`src/rtl/multi_digit_updown_counter_if.sv`:
```
// Bus bundle for the multi-digit up/down counter: button, mode and load inputs
// plus the count, segment and flag outputs. The counter takes the slave modport.
interface multi_digit_updown_counter_if #(
  parameter int DIGITS = 3
);
  logic [1:0]          i_Push;
  logic                i_Mode;
  logic                i_Load;
  logic [4*DIGITS-1:0] i_LoadVal;
  logic [4*DIGITS-1:0] o_LED;
  logic [7*DIGITS-1:0] o_FND;
  logic                o_Ovf;
  logic                o_Udf;

  modport master (
    output i_Push, i_Mode, i_Load, i_LoadVal,
    input  o_LED, o_FND, o_Ovf, o_Udf
  );

  modport slave (
    input  i_Push, i_Mode, i_Load, i_LoadVal,
    output o_LED, o_FND, o_Ovf, o_Udf
  );
endinterface

```
`src/rtl/multi_digit_updown_counter.sv`:
```
// N-digit up/down counter in a configurable radix, driven by synchronised push-button
// edges, with parallel load, wrap/saturate mode, over/underflow pulses and 7-segment decode.
module multi_digit_updown_counter #(
  parameter int DIGITS         = 3,
  parameter int RADIX          = 10,
  parameter int BLANK_LZ       = 0,
  parameter int FND_ACTIVE_LOW = 0
) (
  input logic i_Clk,
  input logic i_Rst,
  multi_digit_updown_counter_if.slave bus
);
  localparam logic [3:0] MAX_DIGIT = 4'(RADIX - 1);

  logic [1:0] s1_reg, s2_reg, prev_reg;
  logic [1:0] step_pulse;

  logic [DIGITS-1:0][3:0] count_reg, count_next;
  logic [DIGITS-1:0][3:0] inc_val, dec_val, load_val;
  logic [DIGITS:0]        carry, borrow, lit;
  logic                   ovf_reg, ovf_next, udf_reg, udf_next;

  always_ff @(posedge i_Clk or posedge i_Rst) begin
    if (i_Rst) begin
      s1_reg   <= 2'b00;
      s2_reg   <= 2'b00;
      prev_reg <= 2'b00;
    end else begin
      s1_reg   <= bus.i_Push;
      s2_reg   <= s1_reg;
      prev_reg <= s2_reg;
    end
  end

  assign step_pulse = s2_reg & ~prev_reg;

  function automatic logic [6:0] seg7(input logic [3:0] v);
    case (v)
      4'h0: seg7 = 7'b0111111;
      4'h1: seg7 = 7'b0000110;
      4'h2: seg7 = 7'b1011011;
      4'h3: seg7 = 7'b1001111;
      4'h4: seg7 = 7'b1100110;
      4'h5: seg7 = 7'b1101101;
      4'h6: seg7 = 7'b1111101;
      4'h7: seg7 = 7'b0000111;
      4'h8: seg7 = 7'b1111111;
      4'h9: seg7 = 7'b1101111;
      4'hA: seg7 = 7'b1110111;
      4'hB: seg7 = 7'b1111100;
      4'hC: seg7 = 7'b0111001;
      4'hD: seg7 = 7'b1011110;
      4'hE: seg7 = 7'b1111001;
      default: seg7 = 7'b1110001;
    endcase
  endfunction

  // Carry/borrow ripple through all digits in one cycle; the chain ends tell max/zero.
  assign carry[0]       = 1'b1;
  assign borrow[0]      = 1'b1;
  assign lit[DIGITS]    = 1'b0;

  genvar gi;
  generate
    for (gi = 0; gi < DIGITS; gi++) begin : g_digit
      logic [3:0] ld_digit;
      logic [6:0] seg;
      logic       blank;

      assign ld_digit      = bus.i_LoadVal[4*gi +: 4];
      assign load_val[gi]  = (ld_digit > MAX_DIGIT) ? MAX_DIGIT : ld_digit;

      assign carry[gi+1]   = carry[gi] & (count_reg[gi] == MAX_DIGIT);
      assign inc_val[gi]   = !carry[gi] ? count_reg[gi] :
                             (count_reg[gi] == MAX_DIGIT) ? 4'd0 : count_reg[gi] + 4'd1;

      assign borrow[gi+1]  = borrow[gi] & (count_reg[gi] == 4'd0);
      assign dec_val[gi]   = !borrow[gi] ? count_reg[gi] :
                             (count_reg[gi] == 4'd0) ? MAX_DIGIT : count_reg[gi] - 4'd1;

      // A digit is "lit" when it or any more significant digit is non-zero.
      assign lit[gi]       = lit[gi+1] | (count_reg[gi] != 4'd0);
      assign blank         = (BLANK_LZ != 0) && (gi != 0) && !lit[gi];
      assign seg           = blank ? 7'b0000000 : seg7(count_reg[gi]);
      assign bus.o_FND[7*gi +: 7] = (FND_ACTIVE_LOW != 0) ? ~seg : seg;
    end
  endgenerate

  always_comb begin
    count_next = count_reg;
    ovf_next   = 1'b0;
    udf_next   = 1'b0;
    if (bus.i_Load) begin
      count_next = load_val;
    end else if (step_pulse == 2'b01) begin
      ovf_next = carry[DIGITS];
      if (!(carry[DIGITS] && bus.i_Mode)) count_next = inc_val;
    end else if (step_pulse == 2'b10) begin
      udf_next = borrow[DIGITS];
      if (!(borrow[DIGITS] && bus.i_Mode)) count_next = dec_val;
    end
  end

  always_ff @(posedge i_Clk or posedge i_Rst) begin
    if (i_Rst) begin
      count_reg <= '0;
      ovf_reg   <= 1'b0;
      udf_reg   <= 1'b0;
    end else begin
      count_reg <= count_next;
      ovf_reg   <= ovf_next;
      udf_reg   <= udf_next;
    end
  end

  assign bus.o_LED = count_reg;
  assign bus.o_Ovf = ovf_reg;
  assign bus.o_Udf = udf_reg;
endmodule
```
`src/flat_wrapper.sv`:
```
// flat-port wrapper written by rule: the top's interface ports become plain ports
module multi_digit_updown_counter_flat 
#(
  parameter int DIGITS         = 3,
  parameter int RADIX          = 10,
  parameter int BLANK_LZ       = 0,
  parameter int FND_ACTIVE_LOW = 0
)
  (i_Clk, i_Rst, bus_i_Push, bus_i_Mode, bus_i_Load, bus_i_LoadVal, bus_o_LED, bus_o_FND, bus_o_Ovf, bus_o_Udf);
  multi_digit_updown_counter_if #(.DIGITS(DIGITS)) bus_i ();
  input logic i_Clk;
  input logic i_Rst;
  input wire logic [$bits(bus_i.i_Push)-1:0] bus_i_Push;
  input wire logic [$bits(bus_i.i_Mode)-1:0] bus_i_Mode;
  input wire logic [$bits(bus_i.i_Load)-1:0] bus_i_Load;
  input wire logic [$bits(bus_i.i_LoadVal)-1:0] bus_i_LoadVal;
  output wire logic [$bits(bus_i.o_LED)-1:0] bus_o_LED;
  output wire logic [$bits(bus_i.o_FND)-1:0] bus_o_FND;
  output wire logic [$bits(bus_i.o_Ovf)-1:0] bus_o_Ovf;
  output wire logic [$bits(bus_i.o_Udf)-1:0] bus_o_Udf;
  assign bus_i.i_Push = bus_i_Push;
  assign bus_i.i_Mode = bus_i_Mode;
  assign bus_i.i_Load = bus_i_Load;
  assign bus_i.i_LoadVal = bus_i_LoadVal;
  assign bus_o_LED = bus_i.o_LED;
  assign bus_o_FND = bus_i.o_FND;
  assign bus_o_Ovf = bus_i.o_Ovf;
  assign bus_o_Udf = bus_i.o_Udf;
  multi_digit_updown_counter #(.DIGITS(DIGITS), .RADIX(RADIX), .BLANK_LZ(BLANK_LZ), .FND_ACTIVE_LOW(FND_ACTIVE_LOW)) u_core (.i_Clk(i_Clk), .i_Rst(i_Rst), .bus(bus_i));
endmodule
```
`config.mk`:
```
export PLATFORM = sky130hd
export DESIGN_NAME = multi_digit_updown_counter_flat
export DESIGN_NICKNAME = d
export VERILOG_FILES = /design/src/rtl/multi_digit_updown_counter_if.sv /design/src/rtl/multi_digit_updown_counter.sv /design/src/flat_wrapper.sv
export SDC_FILE = /design/constraint.sdc
export NUM_CORES = 1
export LEC_CHECK = 0
export CORE_MARGIN = 2
export CORE_UTILIZATION = 35
export CTS_CLUSTER_DIAMETER = 30
export DETAILED_ROUTE_END_ITERATION = 7
export HOLD_SLACK_MARGIN = 0.15
export SLEW_MARGIN = 20
export SYNTH_ARGS = -nofsm -noshare
export SYNTH_HDL_FRONTEND = slang
export SYNTH_SLANG_ARGS = --single-unit
```
`constraint.sdc`:
```
create_clock -name i_Clk -period 3.4 [get_ports i_Clk]
set_clock_uncertainty 0.05 [all_clocks]
set_input_delay 0.34 -clock i_Clk [delete_from_list [all_inputs] [get_ports i_Clk]]
set_output_delay 0.34 -clock i_Clk [all_outputs]
set_load 0.02 [all_outputs]
```
### After elaboration in Yosys (flattened, before gate mapping)

Memories as Yosys holds them, arrays and structs flattened.
Cells that the tools add are included.

| word-level totals | value |
|---|---|
| flip-flop bits (word level) | 20 |
| bits in latches | 0 |
| bits of input ports | 18 |
| RAM bits | 0 |
| bits in read-only memories | 336 |
| output and inout bits | 35 |
| memories | 3 |

| operators by class | value |
|---|---|
| divide/modulo/power cells | 0 |
| mux-type cells | 23 |
| $lt $le $gt $ge | 3 |
| bitwise gates (word level) | 6 |
| add/sub/neg operators | 6 |
| equality and inequality tests | 9 |
| shifts and indexed selects | 0 |
| reductions and logical operators | 11 |
| multipliers | 0 |

Memory list:

| name | words | bits a word | rd ports | clocked after Yosys merged registers in | write ports | line | RTL |
|---|---|---|---|---|---|---|---|
| (name not given) | 16 | 7 | 1 | 0 | 0 | multi_digit_updown_counter.sv:38 | `case (v)` |
| (name not given) | 16 | 7 | 1 | 0 | 0 | multi_digit_updown_counter.sv:38 |  |
| (name not given) | 16 | 7 | 1 | 0 | 0 | multi_digit_updown_counter.sv:38 |  |

Operator list:

| operator | count |
|---|---|
| $mux 12 | 5 |
| $mux 4 | 13 |
| $add 4x1->4 const B | 3 |
| $eq 4x4->1 const B | 3 |
| $gt 4x4->1 const B | 3 |
| $logic_not 4->1 | 3 |
| $sub 4x1->4 const B | 3 |
| $reduce_and 5->1 | 2 |
| $ne 3x2->1 const B | 3 |
| $reduce_bool 3->1 | 3 |
| $mux 1 | 5 |
| $and 1x1->1 | 4 |
| $ne 3x3->1 const B | 1 |
| $reduce_and 3->1 | 1 |
| $and 2x2->2 | 1 |
| $eq 2x1->1 const B | 1 |
| $eq 2x2->1 const B | 1 |
| $logic_and 1x1->1 | 2 |
| $not 2->2 | 1 |

### Depth between registers and ports, before layout

| depth | value |
|---|---|
| word-level depth | 8 |
| gate-level depth with buffers | 8 |

### Worst setup path before layout

Ideal clock, no wire load.

| path | value |
|---|---|
| path kind | reg2reg |
| from | reg u_core.count_reg (netlist bit u_core.bus.o_LED[0]) |
| to | reg u_core.count_reg (netlist bit u_core.bus.o_LED[7]) |
| cell stages (with the launch flop) | 8 |
| buffers on the path | 0 |
| arrival time | 2.292 ns |
| clock period less this slack | 2.467 ns |
| setup slack | 0.933 ns |
| cells stage by stage | dfrtp_1 inv_1 ha_1 or3b_4 a2111o_1 o41ai_2 a21oi_2 mux2_4 |

| between the ends | value |
|---|---|
| word-level cells in the longest chain between the ends | 6 |
| elaborated cells between the ends (all ways) | 13 |

Ends and longest elaborated chain:

| item | line | RTL |
|---|---|---|
| start: declaration | multi_digit_updown_counter.sv:18 | `logic [DIGITS-1:0][3:0] count_reg, count_next;` |
| start signal: assignment | multi_digit_updown_counter.sv:110 | `count_reg <= count_next;` |
| $eq 4x4->1 / $logic_not 4->1 (equally long branches) | multi_digit_updown_counter.sv:73, multi_digit_updown_counter.sv:77 |  |
| $and 1x1->1, on equally long branches (2 in a row) | multi_digit_updown_counter.sv:73, multi_digit_updown_counter.sv:77 |  |
| $logic_and 1x1->1, on equally long branches | multi_digit_updown_counter.sv:97, multi_digit_updown_counter.sv:100 |  |
| $ne 3x3->1 (no source line) / $ne 3x2->1 (equally long branches) | n/a |  |
| $reduce_and 5->1 (no source line) (*) | n/a |  |

Every way passes the cells marked *; elsewhere a longest branch is shown, timed or not.
A chain may end at the register's enable or synchronous reset.

### Final worst setup path

| path | value |
|---|---|
| from | reg u_core.count_reg (netlist bit u_core.bus.o_LED[0]) |
| to | out bus_o_FND[3] |

| between the ends | value |
|---|---|
| word-level cells in the longest chain between the ends | 1 |

Ends and longest elaborated chain:

| item | line | RTL |
|---|---|---|
| $mem_v2 16x7 | n/a |  |
| end: declaration | flat_wrapper.sv:18 | `output wire logic [$bits(bus_i.o_FND)-1:0] bus_o_FND;` |

Every way passes these cells.

==> run_results.csv <==
group,metric,value,unit
power_and_ir_drop,power_density,656,nW/um2
global_routing,grt_overflow,0,
synth,yosys-top-cells-area,"dfrtp_1 24%, ha_1 14%, nor2_1 6.1%, a21oi_1 4.6%, a31oi_1 4.2%",
synth,syn_area_per_cell,8.04,um2
place,gp_congestion,0.923,
global_routing,grt_max_degree,26,
timing,max-slew-margin-rel,46.8,%
cts,cts_tree,"built",
final_layout,nets,350,
synth,synth_flop_cell,"dfrtp_1",
critical_path,slowest_delay,0.59,ns
final_layout,areaGrowthSynthToFinish,32.2,%
synth,synthArstFlopShare,100,%
power_and_ir_drop,max-vdd-ir-drop,0.000402,V
cts,post_cts_resized,0,
global_routing,grt_usage,16.8,%
detailed_routing,first_iter_violations,205,
status,status,"finished clean",
cts,ctsRootBufferMaster,"clkbuf_8",
die,rows,28,
timing,setup_viol,0,
cts,cts_buffer_depth,2,
power_and_ir_drop,p_leak,1.16,nW
synth,ys_ff_latch,20,
synth,synth.largest_area_cell,"dfrtp_1",
cts,post_cts_buffers,0,
timing,post-route-period-util,82.0,%
die,die_area,6580,um2
critical_path,cp_common_cell,"inv_1",
cts,clk_pin_slew,0.09,ns
critical_path,cp_cell_sequence,"inv_1, ha_1, inv_1, mux4_2, inv_1, clkdlybuf4s50_1",
place,dp_hpwl,4210,um
die,dieHeight,81.1,um
run,maxCapViolations,0,
synth,synth-seq-area-share,24.0,%
die,initial_core_util,35.6,%
critical_path,r2r_slack,0.78,ns
timing,rsz0062_at_grt,"false",
timing,drv_slew,0,
die,core,5850,um2
synth,synthCells,259,
timing,setup_ws,0.613,ns
timing,max_freq,359,MHz
synth,syn_nets,301,
critical_path,criticalPathCategory,"reg -> out",
detailed_routing,vias,2110,
cts,clk_latency,0.26,ns
place,preCtsSetupSlack,0.799,ns
timing,min_period,2.79,ns
critical_path,critPathMaxFanout,10,
detailed_routing,viasPerCell,5.52,
critical_path,critical_path_arrival,2.40,ns
cts,htreeDepth,1,
place,port_buffers,52,
die,io_pins,53,
global_routing,grt_pass1_vias,1782,
critical_path,crit_path_end_kind,"output port",
synth,yosysTopAreaCellShare,24.0,%
global_routing,grt_pass1_wl,8780,um
critical_path,crit_family,"buffers and inverters",
synth,syn_area,2080,um2
min_path,min_path_type,"reg -> reg",
final_layout,most-common-layout-cells,"52 x clkdlybuf4s50_1, 34 x nor2_1, 24 x ha_1",
critical_path,path_buf_inv,4,
detailed_routing,drc,0,
cts,cts_hold_buf,0,
cts,cts_buffers,3,
final_layout,final_layout_size_suffix_gt1_share,6.51,%
timing,worstMarginPinSlew,0.796,ns
critical_path,required,3.01,ns
detailed_routing,wl,5660,um
synth,synth_edf_count,0,
synth,ys_warn_count,0,
detailed_routing,drt_pass1_iterations,5,
global_routing,antenna_found_initial,0,
critical_path,crit_slowest_cell,"clkdlybuf4s50_1",
timing,setup_tns,0,ns
final_layout,largest_reg_flops,12,
die,die_w,81.1,um
detailed_routing,ant_nets,0,
detailed_routing,drt-wirelength-per-cell,14.8,um
cts,cts.sinks,20,
final_layout,diodes,0,
synth,synth_cell_type_count,56,
timing,report.final.hold_viol_count,0,
final_layout,final_common_cell,"clkdlybuf4s50_1",
critical_path,critPathLaunchType,"flip-flop",
Yosys cell counts (5+ instances only):
cell type and instances:
a22oi_1 6, a21oi_1 19, nor2b_1 6, nand3_1 6, o21ai_0 17, nor2_1 34
nand2b_1 7, clkbuf_1 8, o31ai_1 5, inv_1 14, a31oi_1 14, dfrtp_1 20
ha_1 24, nand2_1 15
worst paths after layout:
| check | end | from | depth (start not counted) |
|---|---|---|---|
| worst min-delay path | u_core.s2_reg[1] | u_core.s1_reg[1] | 0 |
| worst max register to register | u_core.bus.o_LED[7] | u_core.bus.o_LED[0] | 7 |
| worst min register to register | u_core.s2_reg[1] | u_core.s1_reg[1] | 0 |
| min in group asynchronous | u_core.s1_reg[1] | i_Rst | 2 |
| worst max-delay path | bus_o_FND[3] | u_core.bus.o_LED[0] | 6 |
| max in group asynchronous | u_core.bus.o_LED[11] | i_Rst | 2 |
power breakdown:
part	switching [mW]	total [mW]	leakage (nW)	internal, mW
logic	0.574	1.11	0.884	0.541
registers	0.166	0.443	0.242	0.277
clock network	0.0895	0.247	0.0357	0.157
total	0.829	1.80	1.16	0.975
worst register-to-register path: stages, from the launching register on:
cell and delay [ns]:
dfrtp_1 0.50, inv_1 0.16, ha_1 0.32, or3b_4 0.45, a2111o_1 0.46, o41ai_2 0.09
a21oi_2 0.18, mux2_4 0.32
per-layer routing:
metal | wire (um) | global-route usage (%) | up-vias
met5 | 0 | 0 | -
met4 | 52 | 3.56 | 0
met3 | 330 | 1.89 | 4
met2 | 2510 | 26.4 | 83
met1 | 2770 | 24.8 | 979
li1 | - | - | 1044
cell families after synthesis:
family	share of synthesized area, %
fa+ha+maj	14.4
mux	4.81
xor+xnor	1.26
compound gates	29.6
simple gates	21.2
buf+inv	4.75
flops	24.0
per-stage QoR:
step                      cells  power (mW)  hold WS [ns]  instance area, um2  util, %
after global placement      378        1.56         0.283                2680     45.8
final                       382        1.80         0.308                2750     47.0
after floorplan             259        1.12         0.254                2080        -
after global routing        382        1.94         0.313                2750     47.0
after detailed placement    378        1.56         0.289                2680     45.8
after CTS                   382        1.81         0.308                2750     47.0
final cells by class:
type,count,area (um2)
clock buffer,3,41.3
clock inverter,1,30.0
fill,556,3100
inverter,14,52.6
multi-input combinational,213,1480
sequential,20,500
tap,75,93.8
timing repair buffer,56,551
No activity file was read; power rests on OpenSTA's default activity.
